[src/rtl/alu_share_arb.sv]
// Round-robin sequencer sharing one combinational ALU between two requesters.
// Accepts one operation at a time: latch operands, drive ALU for one cycle, hold the result until consumed.
module alu_share_arb #(
    parameter int unsigned W     = 32,
    parameter int unsigned CTR_W = 5
) (
    input  logic             clk,
    input  logic             rst_n,

    input  logic             req0_valid,
    output logic             req0_ready,
    input  logic [CTR_W-1:0] req0_ctr,
    input  logic [W-1:0]     req0_a,
    input  logic [W-1:0]     req0_b,

    input  logic             req1_valid,
    output logic             req1_ready,
    input  logic [CTR_W-1:0] req1_ctr,
    input  logic [W-1:0]     req1_a,
    input  logic [W-1:0]     req1_b,

    output logic             rsp0_valid,
    input  logic             rsp0_ready,
    output logic             rsp1_valid,
    input  logic             rsp1_ready,
    output logic [W-1:0]     rsp_c,
    output logic [2:0]       rsp_zero,

    output logic [CTR_W-1:0] alu_ctr,
    output logic [W-1:0]     alu_a,
    output logic [W-1:0]     alu_b,
    input  logic [W-1:0]     alu_c,
    input  logic [2:0]       alu_zero,

    output logic             busy
);

    typedef enum logic [1:0] {
        IDLE = 2'd0,
        EXEC = 2'd1,
        RESP = 2'd2
    } state_t;

    state_t           r_state;
    state_t           w_state_nxt;
    logic             r_last_grant;
    logic             r_gnt_id;
    logic [CTR_W-1:0] r_ctr;
    logic [W-1:0]     r_a;
    logic [W-1:0]     r_b;
    logic [W-1:0]     r_c;
    logic [2:0]       r_flags;

    logic             w_idle;
    logic             w_pick0;
    logic             w_pick1;
    logic             w_accept;
    logic             w_gnt;
    logic             w_rsp_done;

    // Tie-break favours the requester that did not win last; depends only on
    // req_valid, state and last_grant so rsp_ready never reaches req_ready.
    always_comb begin
        w_idle     = (r_state == IDLE);
        w_pick0    = req0_valid & (~req1_valid | r_last_grant);
        w_pick1    = req1_valid & (~req0_valid | ~r_last_grant);
        req0_ready = w_idle & w_pick0;
        req1_ready = w_idle & w_pick1;
        w_accept   = req0_ready | req1_ready;
        w_gnt      = req1_ready;
    end

    always_comb begin
        rsp0_valid = (r_state == RESP) & ~r_gnt_id;
        rsp1_valid = (r_state == RESP) &  r_gnt_id;
        w_rsp_done = (rsp0_valid & rsp0_ready) | (rsp1_valid & rsp1_ready);
        rsp_c      = r_c;
        rsp_zero   = r_flags;
        alu_ctr    = r_ctr;
        alu_a      = r_a;
        alu_b      = r_b;
        busy       = (r_state != IDLE);
    end

    always_comb begin
        w_state_nxt = r_state;
        unique case (r_state)
            IDLE:    if (w_accept)   w_state_nxt = EXEC;
            EXEC:                    w_state_nxt = RESP;
            RESP:    if (w_rsp_done) w_state_nxt = IDLE;
            default:                 w_state_nxt = IDLE;
        endcase
    end

    always_ff @(posedge clk or negedge rst_n) begin
        if (!rst_n) begin
            r_state <= IDLE;
        end else begin
            r_state <= w_state_nxt;
        end
    end

    // ALU inputs come straight from these registers, so they only move on clock edges.
    always_ff @(posedge clk or negedge rst_n) begin
        if (!rst_n) begin
            r_last_grant <= 1'b1;
            r_gnt_id     <= 1'b0;
            r_ctr        <= '0;
            r_a          <= '0;
            r_b          <= '0;
        end else if (w_accept) begin
            r_last_grant <= w_gnt;
            r_gnt_id     <= w_gnt;
            r_ctr        <= w_gnt ? req1_ctr : req0_ctr;
            r_a          <= w_gnt ? req1_a   : req0_a;
            r_b          <= w_gnt ? req1_b   : req0_b;
        end
    end

    always_ff @(posedge clk or negedge rst_n) begin
        if (!rst_n) begin
            r_c     <= '0;
            r_flags <= '0;
        end else if (r_state == EXEC) begin
            r_c     <= alu_c;
            r_flags <= alu_zero;
        end
    end

endmodule

[config.mk]
export PLATFORM = sky130hd
export DESIGN_NAME = alu_share_arb
export DESIGN_NICKNAME = d
export VERILOG_FILES = /design/src/rtl/alu_share_arb.sv
export SDC_FILE = /design/constraint.sdc
export NUM_CORES = 1
export LEC_CHECK = 0
export CELL_PAD_IN_SITES_DETAIL_PLACEMENT = 1
export CELL_PAD_IN_SITES_GLOBAL_PLACEMENT = 1
export CORE_ASPECT_RATIO = 1.75
export CORE_UTILIZATION = 30
export CTS_CLUSTER_DIAMETER = 30
export DETAILED_ROUTE_END_ITERATION = 12
export GPL_ROUTABILITY_DRIVEN = 0
export PLACE_DENSITY_LB_ADDON = 0.08
export SYNTH_ARGS = -nofsm -noshare
export SYNTH_HDL_FRONTEND = slang
export SYNTH_SLANG_ARGS = --single-unit
[constraint.sdc]
create_clock -name clk -period 2.2 [get_ports clk]
set_clock_uncertainty 0.1 [all_clocks]
set_input_delay 0.33 -clock clk [delete_from_list [all_inputs] [get_ports clk]]
set_output_delay 0.33 -clock clk [all_outputs]
set_load 0.03 [all_outputs]
# After elaboration in Yosys (flattened, before gate mapping)
# Index checks and enable logic that the tools add are counted.
[op_classes]
n_reduce_logical = 3
n_eq_ne = 4
n_mux = 6
bitwise_logic = 16
[op_table]
columns = ["op", "count"]
rows = [
  ["$mux 32", 2],
  ["$and 1x1->1", 8],
  ["$pmux 2 s3", 1],
  ["$mux 5", 1],
  ["$mux 2", 2],
  ["$not 1->1", 4],
  ["$or 1x1->1", 4],
  ["$eq 2x1->1 const B", 1],
  ["$eq 2x2->1 const B", 1],
  ["$logic_not 2->1", 1],
  ["$ne 2x1->1 const B", 1],
  ["$ne 2x2->1 const B", 1],
  ["$reduce_and 2->1", 1],
  ["$reduce_bool 2->1", 1],
]
[totals]
in_bits = 179
wordCells = 37
register_bits = 108

# Depth between registers and ports, before layout
[logic_depth]
word_depth = 7
ltp_mapped = 6

# Worst setup path after synthesis
# Ideal clock, no wire load.
[synth_path]
kind = "reg-to-output"
start = "register r_last_grant"
end = "output port req0_ready"
path_buffers = 2
stages_incl_launch_ff = 5
arrival_ns = 1.500
required_time_ns = 1.770
slack_ns = 0.270
path_cell_list = "dfstp_2 buf_2 clkbuf_1 inv_1 a21oi_1"
[synth_between]
elab_chain_cells = 3
[synth_lines]
columns = ["item", "line", "text"]
rows = [
  ["start: declaration", "46", "logic r_last_grant;"],
  ["start signal: assignment", "112", "r_last_grant <= w_gnt;"],
  ["$or 1x1->1", "65", "w_pick0 = req0_valid & (~req1_valid | r_last_grant);"],
  ["$and 1x1->1", "65", ""],
  ["$and 1x1->1", "67", "req0_ready = w_idle & w_pick0;"],
  ["end: declaration", "11", "output logic req0_ready,"],
]
# No other way between the ends.

# Worst setup path after layout
[layout_path]
start = "register r_state[0]"
end = "output port busy"
[layout_between]
elab_chain_cells = 1
[layout_lines]
columns = ["item", "line", "text"]
rows = [
  ["start: declaration", "44", "state_t r_state;"],
  ["start signal: assignment", "99", "r_state <= w_state_nxt;"],
  ["$reduce_bool 2->1", "82", "busy = (r_state != IDLE);"],
  ["end: declaration", "35", "output logic busy"],
]
# No other way between the ends.

==> results.txt <==
Along the worst path, the maximum fanout reaches 51. The completed layout was analyzed and its total power is 0.0125 W. The worst hold path terminates at r_last_grant. At the later pin of the worst-skew pair, clock insertion delay measures 350 ps. The number of design rule violations left after detail routing came out at 0. The count of input and output buffers came out at 287.

In this run, distinct cell masters in the synthesized netlist total 21. Walking the worst path, the cells encountered are nor2_4 -> buf_12 -> inv_2 -> buf_8 -> buf_4. The data required time of the critical path is 1770 ps. The capturing point of the worst reg2reg path is alu_b[16]. In this run the core area contains 63 standard-cell rows.

The number of global-route vias before repair came out at 5538. The number of top-level pins came out at 288. The initial antenna violation count came out at 3.

The max-cap check violation count came out at 0. The number of cells on the worst reg-to-reg path is 4. The average detailed-routed wire length per instance came out at 20.8 µm. The number of pins exceeding their max-slew limit in the final report came out at 0.

The share of total power dissipated in sequential elements is 0.282. The part of the Yosys area used for sequential elements is 0.522. Setup violations remaining at the end of the flow were counted as 0.

Counting both buffers and inverters, the worst setup path holds a total of 4. The static leakage is 3.48 nW. The clock transition at the registers of the reported paths came out at 80 ps. The per-instance average area after synthesis is 10.5 µm². The hold violation count in the final report is 0.

The maximum number of pins on one net before global-route repair came out at 109. On the critical path the largest part of the delay comes from buffers and inverters. The first-pass GRT wire length came out at 31000 µm. From synthesis to final layout, the design area changed by 66.4%. The total routing usage reported by global routing came out at 0.229. The number of nets with antenna violations after routing came out at 0. The overall via count from detail_route came out at 5236.

After routing the design area is 8610 µm². The critical path in this run is classified as register to output pin. The CTS tree is yes.

The core box area came out at 16900 µm². The first detailed-routing pass ran for 4 iterations. The number of buffers inserted to repair setup after CTS came out at 0. The net switching power came out at 0.00568 W. The count of cells along the worst hold path is 5. The worst-case setup slack after placement came out at 60.7 ps. The worst min-delay path class is primary input to register. The cell with the largest stage delay on the worst path is sky130_fd_sc_hd__dfrtp_1. Of the total power, the share spent switching nets is 0.454. The category of the worst setup path capture point is an output pin. The die is 176 µm tall. The post-synth net total came out at 673. The relative contribution of combinational cells to total power came out at 0.578. The post-detailed-route via-to-cell ratio came out at 5.30.

The gate count of the mapped netlist is 494. The worst setup path is launched from a register. The iteration-0 DRC count of the detailed router came out at 174. The HPWL after detailed placement came out at 14300 µm.

The maximum clock rate is 474 MHz. After global routing the overflow that remains totals 0. The net count of the finished layout is 933.

In the final layout, the share of cells above drive strength 1 is 0.0606. The root buffer cell chosen for the clock tree is sky130_fd_sc_hd__clkbuf_16. The total number of clock tree sinks is 108. The final total negative setup slack is 0 ps. The run finished with clean final reports. The hold path startpoint is req0_valid. The clock tree buffer depth is 2. The post-synthesis register bit count came out at 108. The starting utilization of the core area came out at 0.305. For this run, the share of the core covered by cells in the final layout is 0.508.

The largest stage delay on the critical path is 430 ps. The deepest level of the CTS H-tree came out at 3. Setup repair after global routing left no endpoint under its margin. The peak supply drop came out at 0.849 mV. The time the worst path needs with I/O delays and setup is 2110 ps. The portion of the clock cycle consumed by the worst path in the final layout is 0.958. The internal portion of the total power is 0.00683 W. The standard cell area after detailed placement is 8270 µm². The setup slack of the critical path after layout came out at 92.3 ps. The headroom to the max-slew limit came out at 0.448. The number of buffers added by the clock tree synthesis step came out at 9. The measured slew at the worst slew-check pin is 829 ps. The post-synthesis instance area is 5180 µm². The die extent in x came out at 101 µm. The share of total power dissipated in the clock network is 0.139. After filler insertion, the fill cell instance count of the layout stands at 1840. The full die area came out at 17800 µm². The routed design has 20600 µm of wire.

The worst-case register-to-register setup slack is 350 ps. The data arrival time at the worst-slack endpoint is 1680 ps. The areal power density over the cells is 1450 nW/µm². The number of warnings reported in the yosys synthesis log came out at 0. The startpoint identified for the worst register-to-register timing path is r_last_grant.
[tightest hold or removal path: stages]
cell and delay (ps):
sky130_fd_sc_hd__buf_2 90, sky130_fd_sc_hd__nand2_1 60, sky130_fd_sc_hd__nand3_2 80, sky130_fd_sc_hd__inv_2 40, sky130_fd_sc_hd__a21o_1 150
[final cells by class]
cell class,instances,area [µm²],share of cell area
flip-flops and latches,108,2700,0.314
inverters,74,278,0.0322
clock inverters,7,92.6,0.0107
repair buffers,304,3060,0.355
well taps,227,284,0.0330
multi-input cells,257,1970,0.228
diodes,1,2.50,0.000290
clock buffers,9,225,0.0261
[per-layer routing]
layer | GRT usage | vias up | share of wire
met2 | 0.414 | 203 | 0.53
met1 | 0.256 | 2637 | 0.37
met5 | 0 | - | 0.0011
met3 | 0.0541 | 31 | 0.065
met4 | 0.0864 | 4 | 0.028
li1 | - | 2361 | -
[cell usage after synthesis (all sizes together)]
cell type,number,area (µm²)
nor2,5,28.8
o2111ai,69,604
inv,74,278
nand3,1,10.0
buf,10,68.8
a21o,2,15.0
nand2,2,7.51
a21oi,1,5.00
nand2b,2,12.5
dfstp,1,26.3
mux2,36,405
o211ai,69,518
dfrtp,107,2680
o21ai,70,350
clkbuf,45,169
[what timing repair did]
item                                    in CTS  in global routing
endpoints found under the setup margin       4                  2
hold endpoints to repair                    42                  0
hold buffers                                 1                  0
resized for setup                            4                  4
[cells by family (layout without fill, tap and decap cells)]
logic type	after synthesis	after routing	synth area share
simple gates	10	10	0.0114
flops	108	108	0.522
buf+inv	129	394	0.0996
compound gates	211	211	0.288
other cells	0	1	0
mux	36	36	0.0783
[worst max-delay path by stage]
stage            startpoint    endpoint  cells after the start
2_1_floorplan  r_last_grant  req0_ready                      4
3_3_place_gp     req1_valid  req1_ready                      4
3_5_place_dp     req1_valid  req1_ready                      4
4_1_cts          r_state[0]        busy                      5
5_1_grt          r_state[0]        busy                      5
6_report         r_state[0]        busy                      5
[cells in the final DEF, fill, tap and decap left out, types with 2 or more instances in the layout]
master / n
sky130_fd_sc_hd__a21o_1: 2
sky130_fd_sc_hd__buf_12: 5
sky130_fd_sc_hd__buf_4: 12
sky130_fd_sc_hd__clkbuf_16: 9
sky130_fd_sc_hd__clkdlybuf4s50_1: 280
sky130_fd_sc_hd__clkinv_4: 2
sky130_fd_sc_hd__dfrtp_1: 107
sky130_fd_sc_hd__dlygate4sd2_1: 3
sky130_fd_sc_hd__inv_1: 71
sky130_fd_sc_hd__inv_2: 3
sky130_fd_sc_hd__inv_6: 2
sky130_fd_sc_hd__mux2_1: 35
sky130_fd_sc_hd__nand2_1: 2
sky130_fd_sc_hd__nor2_1: 3
sky130_fd_sc_hd__nor2_4: 2
sky130_fd_sc_hd__o2111ai_1: 69
sky130_fd_sc_hd__o211ai_1: 69
sky130_fd_sc_hd__o21ai_0: 60
sky130_fd_sc_hd__o21ai_1: 10
[flip-flops by register name (all words and copies together) (netlist names)]
signal / count
alu_a: 32
alu_b: 32
alu_ctr: 5
r_gnt_id: 1
r_last_grant: 1
r_state: 2
rsp_c: 32
rsp_zero: 3
[power groups by stage]
stage | Sequential, W | Combinational (W) | Clock (W)
finish | 0.00353 | 0.00723 | 0.00174
global placement | 0.00350 | 0.00714 | 0
CTS | 0.00355 | 0.00730 | 0.00181
global route | 0.00365 | 0.00770 | 0.00186
floorplan | 0.00536 | 0.00222 | 0
detailed placement | 0.00356 | 0.00730 | 0
[through the flow]
step                hold WS [ps]  cells
floorplan                  -65.6    494
global placement             355    969
detailed placement           364    969
CTS                          292    986
global route                 347    987
finish                       299    987
(Power assumes the default switching activity.)
==> variant, RTL diff (config.mk and constraints unchanged) <==
The 3 states of `state_t` get a one-hot encoding in 3 bits.
--- a/src/rtl/alu_share_arb.sv
+++ b/src/rtl/alu_share_arb.sv
@@ -35,10 +35,10 @@
     output logic             busy
 );
 
-    typedef enum logic [1:0] {
-        IDLE = 2'd0,
-        EXEC = 2'd1,
-        RESP = 2'd2
+    typedef enum logic [2:0] {
+        IDLE = 3'b001,
+        EXEC = 3'b010,
+        RESP = 3'b100
     } state_t;
 
     state_t           r_state;
Formal check against the unedited RTL: no difference found for any inputs over 10 cycles, from zero or initial values and one cycle with rst_n low; not proved beyond that.
==> variant against the unedited design <==
Power increased by 10%; utilization increased by 1.9 points; sequential share of layout area is 0.26 points higher; routed wire length fell by 2.0%; sequential cell count up 1; first-iteration DRC count down 18%; cell area increased by 0.13%; worst setup slack lost 0.083 ns; synthesized area fell by 2.9%; register-to-register slack worse by 0.12 ns; largest power group unchanged.
==> variant: results (changes against the unedited design) <==
• Clk. pwr: 1.75 mW
• fraction of synthesized area in multiplexers: 8.04%, +0.21 points
• worst supply voltage drop on vdd: 0.680 mV, -20%
• initial antenna violation count: 1, -2
• compound-cell area share of the yosys netlist: 23.3%, -5.6 points
• crit-path leading delay family: flip-flops
• share of the yosys chip area belonging to registers: 54.3%, +2.1 points
• number of levels the H-tree was split into: 3, unchanged
• wl on met1: 7450 microns, -2.6%
• hold crit path type: primary input to asynchronous set/reset pin
• final non-filler cell total: 995, +0.81%
• normalized max-slew margin: 61.5%, +17 points
• met1 track demand over resource in global routing: 24.5%, -1.1 points
• result of the run: finished, final reports clean
• Post-CTS Hold Fix Bufs: 1, unchanged
• startpoint of the worst register-to-register path: r_state[0]
• drt via density: 5.26, -0.92%
• Synth area leaders: dfrtp_1, a31oi_1, mux2_2
• setup repair bufs after CTS: 3, +3
• ratio of total power to cell area: 1600 nW/um^2, +10%
• XOR/XNOR Fraction of Synth Area: 0%, unchanged
• met2 track demand over resource: 40.7%, -0.61 points
• layout cell share with drive strength beyond 1: 11.7%, +5.6 points
• setup slack on the worst flop-to-flop path: 0.23 ns, -0.12 ns
• CP max stage cell: dfstp_2
• worst-case reg-to-reg path depth: 6, +2
• wire length on met2: 10600 microns, -2.9%
• total length of routed met3 wires: 1220 microns, -9.1%
• data arrival time at the worst-slack endpoint: 1.76 ns, +0.08 ns
• Critical R2R Capture: alu_a[4]
• Storage cell area: 2730 sq um, +0.97%
• Initial DRC Count: 142, -18%
• P_int: 7.60 mW, +11%
• CP peak stage delay: 0.54 ns, +0.11 ns
• Fill cells: 1813, -1.5%
• top routing layer in use: met4
• Resized Gates After CTS: 8, +4
• Lkg Pwr: 3.27 nW, -6.2%
• power dissipated in sequential cells: 3.64 mW, +3%
• maximum fanout along the worst path: 14, -73%
• HPWL after DPL: 13700 microns, -4.1%
• number of nets in the finished design: 944, +1.2%
• standard cell area after detailed placement: 8110 sq um, -1.9%
• top cell types by occurrence after synthesis: dfrtp_1, a21oi_1, a31oi_1, nand3_1, o21ai_0
• Fin Hold WS: 0.402 ns, +0.103 ns
• number of different library cells in the post-synthesis netlist: 28, +33%
• cell count after placement: 968, -0.10%
• post-synth net total: 677, +0.59%
• WL per Instance: 20.3 microns, -2.7%
• met3 routing resource usage after global routing: 5.13%, -0.28 points
• average instance area after synthesis: 10.1 sq um, -3.7%
• largest net degree at the start of global routing: 90, -17%
• global-route wire length before repair: 30100 microns, -3.1%
==> variant: changes by cell type after synthesis, moves of 69 or more <==
cell,change
inv_1,-70
o211ai_1,-69
nand3_1,+69
a31oi_1,+69
a21oi_1,+70
o2111ai_1,-69
==> variant: final cells by class <==
class                   instances  share of cell area (%)
diodes                          1                  0.0290
inverters                       1                  0.0435
multi-input cells             332                    23.7
clock buffers                  10                    2.77
well taps                     224                    3.25
repair buffers                312                    37.6
clock inverters                 6                   0.899
flip-flops and latches        109                    31.7
==> variant: worst max path at each step <==
stage,startpoint,slack [ns],cells past startpoint,end
2_1_floorplan,r_state[0],0.15,5,req1_ready
3_3_place_gp,r_state[0],0.10,5,req1_ready
3_5_place_dp,req0_valid,0.04,5,alu_ctr[3]
4_1_cts,r_state[0],-0.04,5,req0_ready
5_1_grt,r_state[0],-0.06,5,req0_ready
6_report,r_state[0],0.01,5,req0_ready
